## src/rtl/fir_coef_loader_pkg.sv

```systemverilog
// Shared definitions for the FIR coefficient loader: state encoding,
// default bank geometry and the coefficient byte width.
// Build option: FIR_COEF_CHECKSUM_EN adds the CHECK state.
package fir_ctrl_pkg;

    localparam int DEF_NUM_FILTERS = 4;
    localparam int DEF_SEL_W       = 4;
    localparam int BYTE_W          = 8;

`ifdef FIR_COEF_CHECKSUM_EN
    typedef enum logic [2:0] {
        IDLE    = 3'd0,
        GET_LSB = 3'd1,
        GET_MSB = 3'd2,
        WRITE   = 3'd3,
        CHECK   = 3'd4,
        DONE    = 3'd5
    } fir_state_t;
`else
    typedef enum logic [2:0] {
        IDLE    = 3'd0,
        GET_LSB = 3'd1,
        GET_MSB = 3'd2,
        WRITE   = 3'd3,
        DONE    = 3'd5
    } fir_state_t;
`endif

endpackage

```

## src/rtl/fir_coef_loader_if.sv

```systemverilog
// Byte-stream input and coefficient-RAM write bus of the loader.
// slave: the loader; master: byte source and filter bank side.
interface fir_coef_loader_if #(
    parameter int SEL_W = fir_ctrl_pkg::DEF_SEL_W
);
    import fir_ctrl_pkg::*;

    logic              byte_valid;
    logic [BYTE_W-1:0] byte_data;
    logic              byte_ready;
    logic [SEL_W-1:0]  coef_select;
    logic              coefficient_wr_en;
    logic [BYTE_W-1:0] coef_wr_lsb_data;
    logic [BYTE_W-1:0] coef_wr_msb_data;

    modport slave (
        input  byte_valid, byte_data,
        output byte_ready, coef_select, coefficient_wr_en,
               coef_wr_lsb_data, coef_wr_msb_data
    );

    modport master (
        output byte_valid, byte_data,
        input  byte_ready, coef_select, coefficient_wr_en,
               coef_wr_lsb_data, coef_wr_msb_data
    );
endinterface

```

## src/rtl/fir_coef_loader_checksum.sv

```systemverilog
// 8-bit clearable running-sum accumulator for the load checksum.
// Only instantiated when FIR_COEF_CHECKSUM_EN is defined.
module coef_checksum
    import fir_ctrl_pkg::*;
(
    input  logic              clk,
    input  logic              reset,
    input  logic              clear,
    input  logic              add_en,
    input  logic [BYTE_W-1:0] add_data,
    output logic [BYTE_W-1:0] sum
);

    // Mod-256 accumulation of every accepted coefficient byte.
    always_ff @(posedge clk) begin
        if (reset || clear) begin
            sum <= '0;
        end else if (add_en) begin
            sum <= sum + add_data;
        end
    end

endmodule

```

## src/rtl/fir_coef_loader.sv

```systemverilog
// FIR coefficient loader: assembles 16-bit coefficients from a byte
// stream and writes them into one filter RAM of the bank, deferring
// writes while the audio path has the bank mid-sweep.
// Build option: FIR_COEF_CHECKSUM_EN adds a trailing checksum byte.
//
// state   | meaning
// --------+--------------------------------------------------------
// IDLE    | waiting for load_start
// GET_LSB | accepting low byte of current coefficient
// GET_MSB | accepting high byte of current coefficient
// WRITE   | waiting for a safe slot, then strobing the write
// CHECK   | accepting checksum byte (checksum build only)
// DONE    | load_done pulse, back to IDLE
module fir_coef_loader
    import fir_ctrl_pkg::*;
#(
    parameter int NUM_FILTERS = DEF_NUM_FILTERS,
    parameter int SEL_W       = DEF_SEL_W
) (
    input  logic             clk,
    input  logic             reset,
    input  logic             audio_en,
    input  logic             fir_busy,
    input  logic             wr_addr_zero,
    input  logic [7:0]       taps_per_filter,
    input  logic             load_start,
    input  logic [SEL_W-1:0] load_filter,
    input  logic             load_abort,
    fir_coef_loader_if.slave bus,
    output logic             load_busy,
    output logic             load_done,
    output logic             load_error
);

    fir_state_t        state;
    logic [7:0]        tap_cnt;
    logic [7:0]        taps_lat;
    logic [SEL_W-1:0]  sel_q;
    logic              wr_en_q;
    logic              ready_q;
    logic [BYTE_W-1:0] lsb_q;
    logic [BYTE_W-1:0] msb_q;
    logic              start_bad;
    logic              byte_take;

    assign bus.coef_select       = sel_q;
    assign bus.coefficient_wr_en = wr_en_q;
    assign bus.byte_ready        = ready_q;
    assign bus.coef_wr_lsb_data  = lsb_q;
    assign bus.coef_wr_msb_data  = msb_q;

    assign start_bad = (taps_per_filter == 8'd0) ||
                       (int'(load_filter) >= NUM_FILTERS) ||
                       !wr_addr_zero;
    assign byte_take = bus.byte_valid && ready_q;

`ifdef FIR_COEF_CHECKSUM_EN
    logic [BYTE_W-1:0] cks_sum;
    logic              cks_clear;
    logic              cks_add;

    assign cks_clear = (state == IDLE) && load_start;
    assign cks_add   = byte_take && ((state == GET_LSB) || (state == GET_MSB));

    coef_checksum u_checksum (
        .clk      (clk),
        .reset    (reset),
        .clear    (cks_clear),
        .add_en   (cks_add),
        .add_data (bus.byte_data),
        .sum      (cks_sum)
    );
`endif

    // Load sequencer; all outputs are registered. Abort beats any pending write.
    always_ff @(posedge clk) begin
        if (reset) begin
            state      <= IDLE;
            tap_cnt    <= '0;
            taps_lat   <= '0;
            sel_q      <= '0;
            wr_en_q    <= 1'b0;
            ready_q    <= 1'b0;
            lsb_q      <= '0;
            msb_q      <= '0;
            load_busy  <= 1'b0;
            load_done  <= 1'b0;
            load_error <= 1'b0;
        end else if ((state != IDLE) && load_abort) begin
            state      <= IDLE;
            wr_en_q    <= 1'b0;
            ready_q    <= 1'b0;
            load_busy  <= 1'b0;
            load_done  <= 1'b0;
            load_error <= 1'b1;
        end else begin
            wr_en_q   <= 1'b0;
            load_done <= 1'b0;
            case (state)
                IDLE: begin
                    if (load_start) begin
                        if (start_bad) begin
                            load_error <= 1'b1;
                        end else begin
                            state      <= GET_LSB;
                            sel_q      <= load_filter;
                            tap_cnt    <= '0;
                            taps_lat   <= taps_per_filter;
                            load_error <= 1'b0;
                            load_busy  <= 1'b1;
                            ready_q    <= 1'b1;
                        end
                    end
                end
                GET_LSB: begin
                    if (byte_take) begin
                        lsb_q <= bus.byte_data;
                        state <= GET_MSB;
                    end
                end
                GET_MSB: begin
                    if (byte_take) begin
                        msb_q   <= bus.byte_data;
                        state   <= WRITE;
                        ready_q <= 1'b0;
                    end
                end
                WRITE: begin
                    if (!(audio_en && fir_busy)) begin
                        wr_en_q <= 1'b1;
                        if (tap_cnt == taps_lat - 8'd1) begin
`ifdef FIR_COEF_CHECKSUM_EN
                            state   <= CHECK;
                            ready_q <= 1'b1;
`else
                            state     <= DONE;
                            load_done <= 1'b1;
`endif
                        end else begin
                            tap_cnt <= tap_cnt + 8'd1;
                            state   <= GET_LSB;
                            ready_q <= 1'b1;
                        end
                    end
                end
`ifdef FIR_COEF_CHECKSUM_EN
                CHECK: begin
                    if (byte_take) begin
                        if (bus.byte_data != cks_sum) load_error <= 1'b1;
                        state     <= DONE;
                        load_done <= 1'b1;
                        ready_q   <= 1'b0;
                    end
                end
`endif
                DONE: begin
                    state     <= IDLE;
                    load_busy <= 1'b0;
                end
                default: begin
                    state     <= IDLE;
                    ready_q   <= 1'b0;
                    load_busy <= 1'b0;
                end
            endcase
        end
    end

endmodule

```

## src/flat_wrapper.sv

```systemverilog
// flat-port wrapper written by rule: the top's interface ports become plain ports
module fir_coef_loader_flat import fir_ctrl_pkg::*;
#(
    parameter int NUM_FILTERS = DEF_NUM_FILTERS,
    parameter int SEL_W       = DEF_SEL_W
)
  (clk, reset, audio_en, fir_busy, wr_addr_zero, taps_per_filter, load_start, load_filter, load_abort, load_busy, load_done, load_error, bus_byte_valid, bus_byte_data, bus_byte_ready, bus_coef_select, bus_coefficient_wr_en, bus_coef_wr_lsb_data, bus_coef_wr_msb_data);
  fir_coef_loader_if #(.SEL_W(SEL_W)) bus_i ();
  input  logic clk;
  input  logic reset;
  input  logic audio_en;
  input  logic fir_busy;
  input  logic wr_addr_zero;
  input  logic [7:0] taps_per_filter;
  input  logic load_start;
  input  logic [SEL_W-1:0] load_filter;
  input  logic load_abort;
  output logic load_busy;
  output logic load_done;
  output logic load_error;
  input wire logic [$bits(bus_i.byte_valid)-1:0] bus_byte_valid;
  input wire logic [$bits(bus_i.byte_data)-1:0] bus_byte_data;
  output wire logic [$bits(bus_i.byte_ready)-1:0] bus_byte_ready;
  output wire logic [$bits(bus_i.coef_select)-1:0] bus_coef_select;
  output wire logic [$bits(bus_i.coefficient_wr_en)-1:0] bus_coefficient_wr_en;
  output wire logic [$bits(bus_i.coef_wr_lsb_data)-1:0] bus_coef_wr_lsb_data;
  output wire logic [$bits(bus_i.coef_wr_msb_data)-1:0] bus_coef_wr_msb_data;
  assign bus_i.byte_valid = bus_byte_valid;
  assign bus_i.byte_data = bus_byte_data;
  assign bus_byte_ready = bus_i.byte_ready;
  assign bus_coef_select = bus_i.coef_select;
  assign bus_coefficient_wr_en = bus_i.coefficient_wr_en;
  assign bus_coef_wr_lsb_data = bus_i.coef_wr_lsb_data;
  assign bus_coef_wr_msb_data = bus_i.coef_wr_msb_data;
  fir_coef_loader #(.NUM_FILTERS(NUM_FILTERS), .SEL_W(SEL_W)) u_core (.clk(clk), .reset(reset), .audio_en(audio_en), .fir_busy(fir_busy), .wr_addr_zero(wr_addr_zero), .taps_per_filter(taps_per_filter), .load_start(load_start), .load_filter(load_filter), .load_abort(load_abort), .bus(bus_i), .load_busy(load_busy), .load_done(load_done), .load_error(load_error));
endmodule
```

## config.mk

```make
export PLATFORM = sky130hd
export DESIGN_NAME = fir_coef_loader_flat
export DESIGN_NICKNAME = d
export VERILOG_FILES = /design/src/rtl/fir_coef_loader_pkg.sv /design/src/rtl/fir_coef_loader_if.sv /design/src/rtl/fir_coef_loader_checksum.sv /design/src/rtl/fir_coef_loader.sv /design/src/flat_wrapper.sv
export SDC_FILE = /design/constraint.sdc
export NUM_CORES = 1
export LEC_CHECK = 0
export BUFFER_PORTS_ARGS = -buffer_cell sky130_fd_sc_hd__clkbuf_2
export CORE_MARGIN = 3
export CORE_UTILIZATION = 53
export CTS_CLUSTER_DIAMETER = 30
export DETAILED_ROUTE_END_ITERATION = 10
export GPL_TIMING_DRIVEN = 0
export PLACE_DENSITY = 0.79
export SYNTH_ARGS = -nofsm -noshare
export SYNTH_HDL_FRONTEND = slang
export SYNTH_SLANG_ARGS = --single-unit
export TNS_END_PERCENT = 10
```

## constraint.sdc

```tcl
create_clock -name clk -period 2.4 [get_ports clk]
set_input_delay 0.24 -clock clk [delete_from_list [all_inputs] [get_ports clk]]
set_output_delay 0.24 -clock clk [all_outputs]
set_load 0.02 [all_outputs]
```

### After elaboration in Yosys (flattened, before gate mapping)

Cells that the tools add are included.

| cells by class | value |
|---|---|
| reductions and logical operators | 25 |
| muxes and demuxes | 25 |
| magnitude comparators | 1 |
| $add $sub $neg | 2 |
| multipliers | 0 |
| eq/ne operators | 11 |
| bitwise operators | 5 |
| shift-type cells | 0 |
| divide/modulo/power cells | 0 |

Operator list:

| cell | number |
|---|---|
| 8-bit two-way mux | 4 |
| 3-bit two-way mux | 6 |
| 8-bit case mux with 2 select lines | 1 |
| 3-bit case mux with 4 select lines | 1 |
| 6-bit AND reduction | 2 |
| 1-bit two-way mux | 11 |
| 3-bit AND reduction | 3 |
| 8-bit by 1-bit adder with 8-bit output (second input constant) | 1 |
| 8-bit equality test | 1 |
| 8-bit logical NOT | 1 |
| 2-bit != test (second input constant) | 4 |
| 8-bit by 1-bit subtractor with 8-bit output (second input constant) | 1 |
| 3-bit by 2-bit equality test with 1-bit output (second input constant) | 2 |
| 2-bit nonzero test | 3 |
| 3-bit OR reduction | 2 |
| 1-bit NOT | 5 |
| 5-bit AND reduction | 1 |
| 4-bit by 3-bit greater-or-equal comparator with 1-bit output (second input constant) | 1 |
| 2-bit by 1-bit != test with 1-bit output (second input constant) | 2 |
| 1-bit case mux with 4 select lines | 1 |
| 4-bit AND reduction | 1 |
| 2-bit OR reduction | 2 |
| 4-bit OR reduction | 1 |
| 3-bit by 1-bit equality test with 1-bit output (second input constant) | 1 |
| other kinds (8) | 11 |

| storage, ports and cells | value |
|---|---|
| ROM bits | 0 |
| output and inout bits | 25 |
| memories kept | 0 |
| RAM bits | 0 |
| bits in latches | 0 |
| bits of input ports | 28 |
| register bits | 44 |

### Depth between registers and ports, before layout

| depth | value |
|---|---|
| depth after elaboration | 7 |
| gate-level depth with buffers | 9 |
| mapped depth without buffers | 8 |

### Worst setup path before layout

OpenSTA, ideal clock, no wires.

| path | value |
|---|---|
| path type | reg-to-reg |
| start | register u_core.taps_lat[0] |
| end | register u_core.tap_cnt[2] |
| required time | 2284 ps |
| period minus slack after synthesis | 2044 ps |
| arrival time | 1928 ps |
| cell stages (with the launch flop) | 7 |
| path slack | 356 ps |
| library setup time | 116 ps |
| cells stage by stage | dfxtp_1 or4_1 or3_4 a21oi_4 o2111ai_4 buf_6 a41o_1 |

| on the way | value |
|---|---|
| word-level cells in the longest chain between the ends | 4 |

RTL lines:

| element | line | source |
|---|---|---|
| start, declared | fir_coef_loader.sv:37 | `logic [7:0] taps_lat;` |
| start signal, assigned | fir_coef_loader.sv:108 | `taps_lat <= taps_per_filter;` |
| 8-bit by 1-bit subtractor with 8-bit output | fir_coef_loader.sv:131 | `if (tap_cnt == taps_lat - 8'd1) begin` |
| 8-bit equality test | fir_coef_loader.sv:131 |  |
| 2-bit != test (no source line) | -- |  |
| 6-bit AND reduction (no source line) | -- |  |
| end signal, assigned | fir_coef_loader.sv:140 | `tap_cnt <= tap_cnt + 8'd1;` |
| end, declared | fir_coef_loader.sv:36 | `logic [7:0] tap_cnt;` |

Every way passes these cells.
A chain may end at the register's enable or synchronous reset.

### Worst setup path in the final report

| path | value |
|---|---|
| start | register u_core.state[1] |
| end | register u_core.tap_cnt[2] |

| on the way | value |
|---|---|
| word-level cells in the longest chain between the ends | 4 |
| elaborated cells on any way between the ends | 12 |
| classes of those cells | eq/ne: 5; mux: 1; bitwise: 1; reduce/logical: 5 |

RTL lines:

| element | line | source |
|---|---|---|
| start, declared | fir_coef_loader.sv:35 | `fir_state_t state;` |
| start signal, assigned | fir_coef_loader.sv:78 | `state <= IDLE;` |
| start signal, assigned | fir_coef_loader.sv:90 | `state <= IDLE;` |
| start signal, assigned | fir_coef_loader.sv:105 | `state <= GET_LSB;` |
| parallel branches: the longest is 4 deep, another holds 6-bit AND reduction | -- |  |

Several ways; the timed one is not identified.

==> parameters.txt <==
Parameter                              Value

Setup path
  Number of cells on the worst reg-to-reg path    8
  Path type of the worst setup path    reg2reg
  Startpoint class of the critical path    register
  Worst endpoint required time    2600 ps
  Critical Path Start    u_core.state[1]
  Critical path destination    u_core.tap_cnt[2]
  Crit path capture type    register
  Cell-by-cell listing of the critical path    buf_2 -> or3_1 -> clkbuf_1 -> a2111oi_4 -> nor2_1 -> nand2_1 -> a31oi_1 -> a41o_1
  Destination of the worst register-to-register timing path    u_core.tap_cnt[2]
  Worst-path fanout max    10
  Cell at the slowest stage of the critical path    a2111oi_4
  R2R Path Start    u_core.state[1]
  Slowest stage delay, CP    ~500 ps
  Register-to-register setup slack    ~150 ps
  Data arrival, critical path    around 2500 ps

Global route
  Leftover overflow at the end of global routing    0
  Met3 routing resource usage after global routing    approximately 5%
  Global routing's busiest layer    met2
  Met1 routing resource usage after global routing    25.2%
  Wire length of the first global-routing pass    7.71 mm
  Total routing usage reported by global routing    between 10% and 20%
  M2 GR Usage    about a third
  Vias in the first global route    about 1.7k
  Number of antenna violations at the first check in global routing    0
  Largest net degree at the start of global routing    15

Power
  Leak    ~1.2 nW
  Maximum ir drop on the vdd rail    between 0.4 and 0.5 mV
  Power density relative to cell area    597 mW/mm2

Route
  Number of DRC markers in iteration 0    between 150 and 200
  Total routed wirelength    4.72 mm
  First-pass iteration count of the detailed router    4
  Residual DRC    0
  Overall via count from detail_route    approximately 1.9k
  Remaining antenna violation count    0
  Vias per std cell    about 5.4
  Routed WL per cell    approximately 14 um

Synth
  Area fraction of the dominant cell type after synthesis    41.3%
  Syn Nets    268
  Post-synthesis sequential area ratio    between 40% and 50%
  Number of distinct standard cells referenced by the synthesized netlist    46
  Netlist area before placement    about 0.0021 mm2
  Cell taking the most area after synthesis    dfxtp_1
  Commonest register cell after synthesis    dfxtp_1
  Avg Cell Area, Syn    between 8 and 9 um2
  Number of enable-type register cells in the synthesized netlist    0
  Syn. warnings    0
  Largest cells by area after synthesis    dfxtp_1, mux2i_1, nor2_1
  Gate count after technology mapping    roughly 240
  Total of flip-flops plus latches after synthesis    44
  Ys async rst share    0%

Timing
  Worst Skew    2.93 ps
  Period Utilization, post-route    between 90% and 100%
  F_max    approximately 0.44 GHz
  Finish-stage setup viols    0
  Minimum clock period    2250 ps
  Final hold viol count    0
  RSZ-0062 raised after global routing    true
  Max_slew headroom    between 50% and 60%
  Slew of the pin with the lowest slew margin    slightly above 700 ps
  Final Slew Violations    0

Die
  Number of core rows    22
  Die span in y    69.4 um
  Die Width    just under 70 um
  Effective utilization at floorplan    between 50% and 60%
  Count of pins on the block boundary    53
  Core region area    approximately 0.0038 mm2
  Area enclosed by the die boundary    around 0.0048 mm2

Final layout
  Number of antenna cells inserted    0
  Layout cells sized above 1    between 20% and 30%
  Fill cell total of the finished layout    between 300 and 400
  Final net count    roughly 330
  Non-Filler Instances    346
  Final standard cell area without fillers    between 0.002 and 0.003 mm2
  Synth-to-Final Area Change    20.6%

Clocking
  Clock sink count    44
  Number of buffers added by the clock tree synthesis step    5
  Insertion delay of the later-clocked pin in the worst-skew pair    roughly 300 ps
  Maximum root-to-sink buffer count    2
  Root buf cell    clkbuf_8
  Clock transition time at the flip-flop clock pins of the worst setup and hold paths    roughly 90 ps
  H-tree depth reported by CTS    2
  CTS tree    yes
  Number of buffers inserted by hold repair at cts    0

Worst hold path
  Class of the worst hold path    in2reg

Run
  Max-capacitance violation count    0

Place
  Placed cells    338
  Routability-driven placement congestion ratio    0.879
  Number of I/O port buffers    52
  Cell area reported after detailed placement    approximately 0.0025 mm2
  Dpl hpwl    about 3.6 mm

Run status
  Result of the run    finished clean
metrics by stage:
stage          TNS, ps  utilization, %  power, mW  hold WS, ps  setup WS (ps)
2_1_floorplan        0               -      0.914          379            356
3_3_place_gp         0            65.0      0.975          441           20.8
3_5_place_dp         0            65.0      0.979          446           56.2
4_1_cts              0            67.9       1.54          177           34.8
5_1_grt          -32.1            68.1       1.59          198          -18.1
6_report             0            68.1       1.53          179            146
what timing repair did:
| action | 4_1_cts | 5_1_grt |
|---|---|---|
| hold endpoints to repair | 0 | 0 |
| resized for setup | 0 | 2 |
| setup buffers | 0 | 0 |
| setup endpoints to repair | 0 | 3 |
cell usage in the layout, fill, tap and decap left out, types with 5 or more instances in the layout:
cell type | Yosys | final
a31o_1 | 6 | 6
dfxtp_1 | 44 | 44
inv_1 | 5 | 5
clkbuf_1 | 5 | 5
nand2_1 | 19 | 19
clkbuf_8 | 0 | 5
nor2_1 | 44 | 44
mux2i_1 | 25 | 25
nor4_1 | 5 | 5
a21oi_1 | 15 | 15
nor3_1 | 6 | 6
clkbuf_2 | 0 | 52
nand2b_1 | 5 | 5
synthesized netlist by cell type, types with 2 or more instances:
cell / instances
or3_4: 2
mux2i_1: 25
dfxtp_1: 44
a2111oi_0: 3
buf_2: 4
or3_1: 3
ha_1: 2
nand2_1: 19
inv_1: 5
a31o_1: 6
a31oi_1: 2
nand2b_1: 5
nor3_1: 6
nor3b_1: 2
nand3_1: 2
nor2_1: 44
xnor2_1: 4
a21oi_1: 15
o21ai_0: 4
clkbuf_1: 5
xor2_1: 4
nor4_1: 5
nand4_1: 2
and2_1: 3
layout make-up:
cell class              count  area (um2)  area share [%]
well taps                  48        60.1            2.34
clock inverters             3        42.5            1.66
plain buffers              10        50.0            1.95
repair buffers             52         260            10.1
inverters                   5        18.8           0.731
flip-flops and latches     44         881            34.3
clock buffers               5        68.8            2.68
multi-input cells         179        1190            46.2
worst min-delay path by stage:
stage | from | slack [ps] | depth (start not counted) | end
after global placement | u_core.bus.coef_select[2] | 440 | 1 | u_core.bus.coef_select[2]
final | load_filter[0] | 180 | 3 | u_core.bus.coef_select[0]
after global routing | taps_per_filter[0] | 200 | 3 | u_core.taps_lat[0]
after detailed placement | u_core.bus.coef_select[3] | 450 | 1 | u_core.bus.coef_select[3]
after floorplan | taps_per_filter[1] | 380 | 2 | u_core.taps_lat[1]
after CTS | load_filter[0] | 180 | 3 | u_core.bus.coef_select[0]
critical path: cells and delay by family, from the launching register on:
family | cells | cell delay, ps
compound gates | 3 | 750
simple gates | 3 | 760
flops | 1 | 300
buf+inv | 2 | 340
sequential cells by signal, indices dropped and copies added, names as in the netlist, 3 cells and up:
name and flops:
u_core.state 3, u_core.bus.coef_select 4, u_core.bus.coef_wr_msb_data 8, u_core.taps_lat 8
u_core.tap_cnt 8, u_core.bus.coef_wr_lsb_data 8
cell families (layout without fill, tap and decap cells):
kind of cell	Yosys count	count (layout)	synth area share, %
xor+xnor	8	8	3.29
mux	25	25	11.7
simple gates	101	101	23.2
flops	44	44	41.3
compound gates	43	43	16.0
buf+inv	15	75	3.23
fa+ha+maj	2	2	1.17
where the power goes:
group	internal, mW	leakage, nW	total, mW	switching [mW]
clock network	0.308	0.0541	0.569	0.261
registers	0.745	0.355	0.756	0.0111
logic	0.0793	0.784	0.209	0.130
total	1.13	1.19	1.53	0.402
metal layers:
| metal | part of all wire (%) | up-vias |
|---|---|---|
| met5 | 0 | - |
| met4 | 0.28 | 0 |
| met3 | 6.3 | 2 |
| met2 | 47 | 54 |
| met1 | 47 | 843 |
| li1 | - | 958 |
Note: power is estimated with default switching activity, not from simulation.
